===== src/rtl/axis_frame_formatter.sv =====
// AXI-Stream output framer: buffers pixels in a small FIFO and regenerates tuser/tlast from its own counters.
// Optional upstream tlast checker enabled by defining FRAME_FORMATTER_TLAST_CHECK_EN.
module axis_frame_formatter #(
  parameter int DATA_WIDTH     = 24,
  parameter int DST_IMG_WIDTH  = 4096,
  parameter int DST_IMG_HEIGHT = 2160,
  parameter int FIFO_DEPTH     = 4
) (
  input  logic                  clk,
  input  logic                  rst_n,
  input  logic                  start,
  input  logic                  s_axis_tvalid,
  output logic                  s_axis_tready,
  input  logic [DATA_WIDTH-1:0] s_axis_tdata,
  input  logic                  s_axis_tlast,
  output logic                  m_axis_tvalid,
  input  logic                  m_axis_tready,
  output logic [DATA_WIDTH-1:0] m_axis_tdata,
  output logic                  m_axis_tlast,
  output logic                  m_axis_tuser,
  output logic                  busy,
  output logic                  frame_done,
  output logic                  line_err
);
  localparam int AW    = $clog2(FIFO_DEPTH);
  localparam int CW    = (DST_IMG_WIDTH > 1) ? $clog2(DST_IMG_WIDTH) : 1;
  localparam int RW    = (DST_IMG_HEIGHT > 1) ? $clog2(DST_IMG_HEIGHT) : 1;
  localparam int TOTAL = DST_IMG_WIDTH * DST_IMG_HEIGHT;
  localparam int NW    = $clog2(TOTAL + 1);
  localparam logic [CW-1:0] COL_LAST = CW'(DST_IMG_WIDTH - 1);
  localparam logic [RW-1:0] ROW_LAST = RW'(DST_IMG_HEIGHT - 1);
  localparam logic [NW-1:0] IN_TOTAL = NW'(TOTAL);

  typedef enum logic [1:0] {IDLE, RUN, DONE} state_e;

  state_e                state_q;
  logic [AW:0]           wr_ptr_q, rd_ptr_q;
  logic [DATA_WIDTH-1:0] mem_q [FIFO_DEPTH];
  logic [NW-1:0]         in_cnt_q;
  logic [CW-1:0]         out_col_q, out_col_d;
  logic [RW-1:0]         out_row_q, out_row_d;
  logic                  busy_q, frame_done_q;
  logic                  fifo_empty, fifo_full, push, pop, last_beat;

  assign fifo_empty = (wr_ptr_q == rd_ptr_q);
  assign fifo_full  = (wr_ptr_q[AW] != rd_ptr_q[AW]) && (wr_ptr_q[AW-1:0] == rd_ptr_q[AW-1:0]);

  assign s_axis_tready = (state_q == RUN) && !fifo_full && (in_cnt_q < IN_TOTAL);
  assign push          = s_axis_tvalid && s_axis_tready;
  assign m_axis_tvalid = !fifo_empty;
  assign pop           = m_axis_tvalid && m_axis_tready;

  // Head is masked while empty so stale RAM contents never reach the port.
  assign m_axis_tdata = fifo_empty ? '0 : mem_q[rd_ptr_q[AW-1:0]];
  assign m_axis_tlast = m_axis_tvalid && (out_col_q == COL_LAST);
  assign m_axis_tuser = m_axis_tvalid && (out_col_q == '0) && (out_row_q == '0);
  assign last_beat    = pop && (out_col_q == COL_LAST) && (out_row_q == ROW_LAST);

  assign busy       = busy_q;
  assign frame_done = frame_done_q;

  always_comb begin
    out_col_d = out_col_q + CW'(1);
    out_row_d = out_row_q;
    if (out_col_q == COL_LAST) begin
      out_col_d = '0;
      out_row_d = (out_row_q == ROW_LAST) ? '0 : out_row_q + RW'(1);
    end
  end

  always_ff @(posedge clk) begin
    if (push) mem_q[wr_ptr_q[AW-1:0]] <= s_axis_tdata;
  end

  always_ff @(posedge clk or negedge rst_n) begin
    if (!rst_n) begin
      state_q      <= IDLE;
      wr_ptr_q     <= '0;
      rd_ptr_q     <= '0;
      in_cnt_q     <= '0;
      out_col_q    <= '0;
      out_row_q    <= '0;
      busy_q       <= 1'b0;
      frame_done_q <= 1'b0;
    end else begin
      frame_done_q <= 1'b0;
      case (state_q)
        IDLE: begin
          if (start) begin
            state_q   <= RUN;
            busy_q    <= 1'b1;
            wr_ptr_q  <= '0;
            rd_ptr_q  <= '0;
            in_cnt_q  <= '0;
            out_col_q <= '0;
            out_row_q <= '0;
          end
        end
        RUN: begin
          if (push) begin
            wr_ptr_q <= wr_ptr_q + (AW+1)'(1);
            in_cnt_q <= in_cnt_q + NW'(1);
          end
          if (pop) begin
            rd_ptr_q  <= rd_ptr_q + (AW+1)'(1);
            out_col_q <= out_col_d;
            out_row_q <= out_row_d;
          end
          if (last_beat) begin
            state_q      <= DONE;
            frame_done_q <= 1'b1;
          end
        end
        DONE: begin
          state_q <= IDLE;
          busy_q  <= 1'b0;
        end
        default: state_q <= IDLE;
      endcase
    end
  end

`ifdef FRAME_FORMATTER_TLAST_CHECK_EN
  logic [CW-1:0] in_col_q;
  logic          line_err_q;

  always_ff @(posedge clk or negedge rst_n) begin
    if (!rst_n) begin
      in_col_q   <= '0;
      line_err_q <= 1'b0;
    end else if ((state_q == IDLE) && start) begin
      in_col_q   <= '0;
      line_err_q <= 1'b0;
    end else if (push) begin
      in_col_q <= (in_col_q == COL_LAST) ? '0 : in_col_q + CW'(1);
      if (s_axis_tlast != (in_col_q == COL_LAST)) line_err_q <= 1'b1;
    end
  end

  assign line_err = line_err_q;
`else
  logic unused_tlast;
  assign unused_tlast = s_axis_tlast;
  assign line_err     = 1'b0;
`endif

endmodule

===== config.mk =====
export PLATFORM = sky130hd
export DESIGN_NAME = axis_frame_formatter
export DESIGN_NICKNAME = d
export VERILOG_FILES = /design/src/rtl/axis_frame_formatter.sv
export SDC_FILE = /design/constraint.sdc
export NUM_CORES = 1
export LEC_CHECK = 0
export ABC_AREA = 1
export CORE_AREA = 2 2 115 117
export CTS_CLUSTER_SIZE = 16
export DETAILED_ROUTE_END_ITERATION = 7
export DIE_AREA = 0 0 117 119
export PLACE_DENSITY = 0.9
export SYNTH_ARGS = -nofsm -noshare
export SYNTH_HDL_FRONTEND = slang
export SYNTH_SLANG_ARGS = --single-unit

===== constraint.sdc =====
create_clock -name clk -period 5.1 [get_ports clk]
set_clock_uncertainty 0.1 [all_clocks]
set_input_delay 1.02 -clock clk [delete_from_list [all_inputs] [get_ports clk]]
set_output_delay 1.02 -clock clk [all_outputs]
set_load 0.01 [all_outputs]

Yosys cells after proc, flatten, opt, wreduce, memory -nomap -nowiden

Memories as Yosys holds them, arrays and structs flattened.
Cells that the tools add are included.

Register bits: 58
Memories: 1
Bits in writable memories: 96

Memories:

| name  | words | width | read ports | clocked after memory_dff | wr ports | RTL line | text |
|---|---|---|---|---|---|---|---|
| mem_q | 4     | 24    | 1          | 0                        | 1        | 38       | `logic [DATA_WIDTH-1:0] mem_q [FIFO_DEPTH];` |

Eq/ne operators: 12
Muxes and demuxes: 26
Reduce and logical (&&, ||, !) cells: 22
Magnitude comparators: 1
Add/sub/neg operators: 5

Operators with widths:

| cell                                                 | number |
|---|---|
| 2-to-1 mux 12 bit                                    | 6 |
| 2-to-1 mux 24 bit                                    | 3 |
| case mux 12 bit (2 select lines)                     | 2 |
| case mux 24 bit (2 select lines)                     | 1 |
| adder 12 x 1 -> 12 bit (second input constant)       | 2 |
| adder 24 x 1 -> 24 bit (second input constant)       | 1 |
| equality test 12 bit (second input constant)         | 2 |
| zero test 12 bit                                     | 2 |
| less-than comparator 24 bit (second input constant)  | 1 |
| case mux 3 bit (2 select lines)                      | 2 |
| logical AND 1 bit                                    | 10 |
| 2-to-1 mux 3 bit                                     | 3 |
| != test 2 bit (second input constant)                | 4 |
| adder 3 x 1 -> 3 bit (second input constant)         | 2 |
| AND reduction 3 bit                                  | 2 |
| 2-to-1 mux 1 bit                                     | 5 |
| 2-to-1 mux 2 bit                                     | 2 |
| case mux 2 bit (2 select lines)                      | 1 |
| AND reduction 2 bit                                  | 2 |
| AND reduction 4 bit                                  | 1 |
| nonzero test 2 bit                                   | 2 |
| equality test 3 bit                                  | 1 |
| equality test 2 x 1 -> 1 bit (second input constant) | 1 |
| equality test 2 bit                                  | 1 |
| 6 further kinds                                      | 7 |

Logic depth before layout (Yosys ltp)

Gate-level depths: netlist (run 1).

Depth after elaboration: 8
Depth in mapped cells: 11
Depth with buffers taken out: 10

Least setup slack after synthesis (run 1)

OpenSTA, ideal clock, no wires.

Kind: input -> register
Start: in s_axis_tvalid
End: mem mem_q[0][0], enable pin
Slack: 2.213 ns
Path buffers: 1
Stages: 3
Arrival time: 2.382 ns
Required time: 4.595 ns
Setup time: 0.405 ns
Path through: nand4_2 > buf_2 > nor2_1

Word-level cells in the longest chain between the ends: 3

RTL lines:

| item                                   | RTL line | text |
|---|---|---|
| start, declared                        | 12       | `input logic s_axis_tvalid,` |
| logical AND 1 bit                      | 49       | `assign push = s_axis_tvalid && s_axis_tready;` |
| 2-to-1 mux 1 bit                       | 72       | `if (push) mem_q[wr_ptr_q[AW-1:0]] <= s_axis_tdata;` |
| 2-to-1 mux 1 bit (not written as such) | 72       |  |
| end, declared                          | 38       |  |

Every way passes these cells.

Worst setup path in the final report (run 1)

Start: reg rd_ptr_q[0]
End: out m_axis_tdata[12]

Word-level cells in the longest chain between the ends: 2
Elaborated cells between the ends (all ways): 3

RTL lines:

| item                                                       | RTL line | text |
|---|---|---|
| start, declared                                            | 37       | `logic [AW:0] wr_ptr_q, rd_ptr_q;` |
| start signal, assigned                                     | 105      | `rd_ptr_q <= rd_ptr_q + (AW+1)'(1);` |
| memory (4 x 24 bit) or equality test 3 bit (tied branches) | n/a      |  |
| 2-to-1 mux 24 bit *                                        | 54       | `assign m_axis_tdata = fifo_empty ? '0 : mem_q[rd_ptr_q[AW-1:0]];` |
| end, declared                                              | 18       | `output logic [DATA_WIDTH-1:0] m_axis_tdata,` |

Every way passes the cells marked *; elsewhere a longest branch is shown, timed or not.

==> impl_summary.md, run 1 <==
CTS
The count of instances resized after the clock tree is built is 0. CTS built an H-tree with a depth of 4. The clock input transition at the sequential cells of the worst setup and hold paths is 0.06 ns. For this design, the CTS-stage hold fixing added 0 buffers. In this run, CTS created clock tree buffers numbering 17.

The later pin in the worst-skew pair is clocked with a latency of 0.43 ns. The buffer levels on the longest clock path is 2. The root buffer cell is clkbuf_16. The post-CTS repair timing setup buffer count is 0. TritonCTS built the clock tree. The number of clock sinks is 154.

Critical path
Along the worst path, the maximum fanout reaches 32. The slack of the worst reg-to-reg path is 2.07 ns. Data arrives at the worst endpoint at 3.04 ns. Traced cell by cell, the critical path runs through buf_4 -> nor2_1 -> o32ai_1 -> nand2_1 -> inv_1 -> clkdlybuf4s50_1.

The setup path with the least slack is of type flip-flop to primary output. The critical path crosses 6 cells after its start point. At the worst endpoint, the required time is 3.98 ns. The number of buffers and inverters on the critical path is 3. STA classifies the critical path endpoint as a primary output. The number of cells on the worst reg-to-reg path is 7. Among all stages on the critical path, the largest delay is contributed by dfrtp_1.

STA classifies the critical path startpoint as a flip-flop. In this design, the largest share of critical-path delay is due to flip-flops. For this run, the slowest stage of the critical path takes 1.10 ns.

Die
From bottom edge to top edge, the die measures 119 µm. In this run the standard cell core region covers 12900 µm². The initial cell density of the core is 60.4%.

Row generation in the floorplan step produced 42 rows. The horizontal extent of the die is 117 µm. The count of boundary I/O pins is 61. The die covers 13900 µm².

Detailed routing
The average via count per standard cell is 5.49. The wire length on met1 is 7020 µm. Before antenna repair, the detailed router went through 6 iterations. Wire segments on met3 add up to 886 µm in the final route. The number of violations reported at the end of detailed-routing iteration 0 is 689.

The average wire per cell in the routed design is 15.0 µm. For this block, the via count after detailed routing is 6136. The final routed DRC violation total is 0. The detail route stage leaves a number of antenna-violating nets equal to 0. Wires add up to 16700 µm. The routed design uses 8500 µm of met2 wire. The highest metal layer used by the detailed router is met4.

Finish
The post-route netlist has 8.08% of its cells at a drive strength greater than 1. 0 antenna diodes ended up in the layout. Excluding fillers, the count of instances in the completed layout stands at 1117.

The final layout contains 968 nets. The area growth from synthesis to layout is 16.4%. The finished cells cover 9040 µm².

Synth
The compound-gate portion of the synthesized area is 5.65%. The number of unique standard cell types used by synthesis is 37. The average footprint of a synthesized cell is 8.88 µm². By area the synthesized netlist is led by edfxtp_1, dfrtp_1, nand2_1, nor2_1, nand3_1. The biggest area contributor in the post-synthesis netlist is edfxtp_1. Among all flip-flop cells after synthesis, the most frequent one is edfxtp_1. The Yosys step of the flow raised 0 warnings. After Yosys synthesis, and, or, nand and nor cells account for 27.7% of the synthesized area. Of the total synthesized cell area, the portion taken by full adders, half adders and majority gates is 1.61%.

The proportion of synthesized chip area in sequential cells is 55.8%. When the netlist entered floorplanning its net count stood at 915. The flip-flop and latch count after synthesis is 154. After synthesis, the share of cell area in mux cells is 0%. After synthesis, the largest area contributor takes up 37.1% of total cell area. The dominant combinational cell family by area after synthesis is simple AND/OR/NAND/NOR gates. The cell with the most instances after synthesis is nand2_1. The number of instances in the synthesized netlist is 875. The number of flops mapped to enable cells by yosys is 96.

Of the total synthesized cell area, the portion taken by XOR and XNOR cells is 2.77%. For this run, asynchronously set or reset flops after synthesis account for 37.7%. By count the netlist is led by nand2_1, nor2_1, edfxtp_1.

The synthesized netlist occupies a cell area of 7770 µm².

Placement
In this run the cell area measured after placement is 8480 µm². The placer's final routability congestion estimate is 0.891. The number of buffers inserted by port buffering is 58.

Before CTS, the worst setup slack after placement is 1.49 ns. Once placement completed, the tool counted placed cells totaling 1085. The detailed placer's ending HPWL is 10500 µm.

Timing
The final critical-path share of the clock period is 81.6%. The shortest clock period the worst path allows after layout is 4.16 ns. Adding up every negative setup slack in the final design gives 0 ns. Setup slack on the critical path of the routed design comes to 0.940 ns.

The number of hold violations in the final report is 0. Setup repair after global routing left no endpoint under its margin. Setup violations remaining at the end of the flow were counted as 0. The fmax is 0.240 GHz.

The transition time of the tightest slew-check pin is 1.14 ns. Measured against its own limit, the worst slew margin works out to 23.8%. The count of pins over their slew limit was 0.

GRT
The number of antenna violations at the first check in global routing is 0. The total overflow left after global routing is 0. The via count of the first global-routing pass is 5829. The global-route usage over all layers is 25.1%.

Entering global routing, the biggest net connects 59 pins. The first global-routing pass estimated 27200 µm of wire.

Status
The run finished with clean final reports.

Min path
The worst hold path passes through 2 cells. The min-delay analysis places its worst path in the category flip-flop to flip-flop.

Power
In this run the static leakage power is 3.80 nW. Across the VDD grid, the largest voltage drop is 0.000285 V. The power density relative to cell area is 527 nW/µm². The design draws 4.77 mW.

Flow run
The tool flagged a number of max-cap violations equal to 0.
## layout by cell type (no fill, tap or decap), types with 5 or more instances in the layout
cell type and instances:
nor3_1 9, nor2_1 158, nand2_2 7, dfrtp_1 58
nand2_1 217, xnor2_1 8, edfxtp_1 96, xor2_1 11
o32ai_1 24, o21ai_1 16, nand4_1 14, clkdlybuf4s50_1 57
ha_1 10, nand3_1 69, o21ai_0 28, nor2_2 5
inv_1 81, clkbuf_16 17, buf_4 12
## flip-flops by register name, indices dropped and copies added, names as in the netlist
signal      cells
in_cnt_q       24
out_row_q      12
out_col_q      12
frame_done      1
mem_q          96
busy            1
rd_ptr_q        3
state_q         2
wr_ptr_q        3
## routing by layer
| layer | vias up | GRT usage [%] |
|---|---|---|
| li1 | 2982 | - |
| met1 | 2926 | 31.6 |
| met2 | 193 | 42.4 |
| met3 | 35 | 5.45 |
| met4 | 0 | 9.19 |
| met5 | - | 0 |
## per-stage QoR
| stage | hold slack (ns) | util (%) |
|---|---|---|
| floorplan | 0.361 | - |
| global placement | 0.373 | 65.9 |
| detailed placement | 0.376 | 65.9 |
| CTS | 0.391 | 70.2 |
| global route | 0.434 | 70.2 |
| finish | 0.391 | 70.2 |
## report_power, final
group / internal [mW] / switching, mW
clock: 0.678 / 0.508
sequential: 1.58 / 0.181
combinational: 0.768 / 1.06
total: 3.02 / 1.74
## kinds of logic (layout without fill, tap and decap cells)
family / after synthesis / count (layout)
xor gates and xnor gates: 22 / 22
and+or+nand+nor: 500 / 500
buffers and inverters: 119 / 185
other: 1 / 1
DFF: 154 / 154
adders and majority gates: 10 / 10
AOI/OAI and AO/OA: 69 / 69
## layout make-up
cell class | count | area (µm²)
clock buffer | 21 | 480
clock inverter | 11 | 83.8
fill | 920 | 3830
inverter | 83 | 312
multi-input combinational | 602 | 2950
sequential | 154 | 4330
tap | 176 | 220
timing repair buffer | 70 | 666
## final timing paths
check                                  start                to
worst max-delay path             rd_ptr_q[0]  m_axis_tdata[12]
worst min-delay path            out_row_q[9]      out_row_q[9]
worst max register to register   rd_ptr_q[0]      in_cnt_q[18]
worst min register to register  out_row_q[9]      out_row_q[9]
max in group asynchronous              rst_n      in_cnt_q[22]
min in group asynchronous              rst_n       in_cnt_q[8]
## worst register-to-register path, cell delays in order, from the launching register on
cell and delay (ns):
dfrtp_1 1.10, xnor2_2 0.19, nand3_1 0.19, nand4_2 0.43
buf_4 0.39, nand2_2 0.37, nand2_1 0.12, nand2_1 0.08
(Power assumes the default switching activity.)
==> run 2: changes to the inputs <==
--- a/config.mk
+++ b/config.mk
@@ -6,11 +6,11 @@
 export NUM_CORES = 1
 export LEC_CHECK = 0
 export ABC_AREA = 1
-export CORE_AREA = 2 2 115 117
+export CORE_AREA = 2 2 118 120
 export CTS_CLUSTER_SIZE = 16
 export DETAILED_ROUTE_END_ITERATION = 7
-export DIE_AREA = 0 0 117 119
-export PLACE_DENSITY = 0.9
+export DIE_AREA = 0 0 120 122
+export PLACE_DENSITY = 0.87
 export SYNTH_ARGS = -nofsm -noshare
 export SYNTH_HDL_FRONTEND = slang
 export SYNTH_SLANG_ARGS = --single-unit
==> constraint.sdc (replaced) <==
create_clock -name clk -period 3.9 [get_ports clk]
set_clock_uncertainty 0.1 [all_clocks]
set_input_delay 0.78 -clock clk [delete_from_list [all_inputs] [get_ports clk]]
set_output_delay 0.78 -clock clk [all_outputs]
set_load 0.01 [all_outputs]
==> impl_summary.md, run 2 (same netlist as run 1, synthesis figures left out) <==
Status
The run finished with clean final reports.

GRT
Summed over all layers, the global routing overflow is 0. The via count of the first global-routing pass is 5832. The first global-routing pass estimated 26500 µm of wire.

The number of antenna violations at the first check in global routing is 0. The global-route usage over all layers is 23.1%. Entering global routing, the biggest net connects 51 pins.

Detailed routing
The average wire per cell in the routed design is 14.2 µm. The final layout contains routed wiring with a total length of 15900 µm. The count of nets left with antenna violations once routing finished came out at 0. The via total after detailed routing is 6112. The average via count per standard cell is 5.45. After the first detailed-routing iteration, the DRC count stood at 565. The number of optimization iterations in the first detailed-route pass is 6. For this run, design rule violations remaining after detail routing come to 0.

Critical path
The cell repeated most along the worst path is inv_1. The signal on the critical path passes through inv_1 -> buf_4 -> nor2_1 -> o32ai_1 -> nand2_1 -> inv_1 -> clkdlybuf4s50_1. The slowest cell on the critical path is clkdlybuf4s50_1.

The worst setup path is of the flip-flop to primary output kind. The required time of the worst setup path is 3.02 ns. Of all nets on the critical path, the largest fanout is 50. The critical path endpoint category is a primary output.

The kind of start point of the critical path is a flip-flop. Data arrives at the worst endpoint at 2.50 ns. The largest single stage delay on the critical path is 0.53 ns.

Timing
The count of pins over their slew limit is 0. The shortest clock period the worst path allows after layout is 3.38 ns. For this run, the top clock speed supported by timing is 0.296 GHz. The relative max-transition margin is 52.0%.

The transition time of the tightest slew-check pin is 0.719 ns. The worst hold slack is 0.312 ns. The final sum of negative setup slack is 0 ns.

The number of hold violations in the final report was 0. The worst path uses 86.8% of the clock period. The setup-violating endpoint count in the final report is 0. Setup repair after global routing left no endpoint under its margin.

Die
The floorplan step defined a core boundary enclosing 13500 µm². The horizontal extent of the die is 120 µm. The floorplan step set the die height to 122 µm. The row count is 43. Pin placement for this block handled 61 I/O pins. For this configuration, the core starts out at a cell density of 57.6%.

The floorplan die area is 14600 µm².

Placement
The number of placed instances, taps included, is 1089. Routability-driven placement finished with a final weighted congestion of 0.919. The wire-length estimate of the detail-placed layout is 9960 µm. The number of buffers inserted by port buffering is 58.

CTS
The count of instances resized after the clock tree is built is 0. TritonCTS built the clock tree. The number of buffers created by CTS is 17. The number of clock sinks is 154. CTS placed an instance of clkbuf_16 at the clock tree root. Hold repair after CTS inserted 0 buffers.

The post-CTS repair timing setup buffer count is 0. The clock input transition at the sequential cells of the worst setup and hold paths is 0.06 ns. In this run the number of H-tree levels came out at 4. No sink is reached through more buffers than the 2 on the longest clock path. The clock reaches the later pin of the worst-skew pair after 0.42 ns.

Min path
In this run the worst hold path is classified as input pin to async pin.

Finish
The library cells used most frequently in the layout, excluding fill and tap cells, are nand2_1, nor2_1, edfxtp_1. The final cell count without fillers is 1121. The flip-flop count of the largest register after layout is 96. The library cell used most frequently in the layout, excluding fill and tap cells, is nand2_1.

Of the cells placed in the final design, the portion with a size suffix greater than 1 is 7.76%. The repair_antennas step left the layout with diodes totalling 0. The final net count is 968. At the end of the flow the core is filled with cells to 66.7%.

The layout overhead on the synthesized area is 15.9%.

Power
Dividing total power by cell area gives a power density of 677 nW/µm². The worst ir drop on vdd is 0.000336 V. Summed over all cells, the static leakage comes to 3.78 nW. The total power after layout is 6.10 mW.

Flow run
The tool flagged a number of max-cap violations equal to 0.
run 2: report_power, final:
group          total (mW)  internal, mW  switching (mW)
registers            2.25          2.06           0.184
clock network        1.46         0.811           0.644
logic                2.40         0.999            1.40
run 2: critical path: cells and delay by family (launching register included):
kind	cells	cell delay, ns
AND/OR/NAND/NOR	2	0.20
buffers and inverters	4	1.15
flip-flops	1	0.43
AO/OA/AOI/OAI	1	0.29
run 2: final timing paths:
path                              start          endpoint  slack, ns  cells past startpoint
setup reg to reg            wr_ptr_q[0]      in_cnt_q[21]       1.64                      7
hold reg to reg            out_row_q[9]      out_row_q[9]       0.40                      2
min in group clk           out_row_q[9]      out_row_q[9]       0.40                      2
max in group asynchronous         rst_n       rd_ptr_q[1]       2.54                      2
setup / recovery            rd_ptr_q[0]  m_axis_tdata[18]       0.52                      7
hold / removal                    rst_n       in_cnt_q[4]       0.31                      1
run 2: area by class of cell:
| cell class | instances | area [µm²] |
|---|---|---|
| Tap cell | 180 | 225 |
| Fill cell | 1008 | 4490 |
| Inverter | 83 | 312 |
| Multi-Input combinational cell | 602 | 2950 |
| Clock inverter | 14 | 97.6 |
| Timing Repair Buffer | 70 | 666 |
| Clock buffer | 18 | 429 |
| Sequential cell | 154 | 4330 |
run 2: per-layer routing:
layer | global-route usage [%] | wire length [µm]
met2 | 40.1 | 7910
met1 | 29.1 | 6840
met3 | 4.54 | 940
met4 | 7.65 | 199
met5 | 0 | 0
run 2: per-stage QoR:
step | worst slack (ns) | cell area (µm²)
floorplan | 1.25 | 7770
global placement | 1.05 | 8480
detailed placement | 0.992 | 8480
CTS | 0.497 | 9010
global route | 0.372 | 9010
finish | 0.516 | 9010
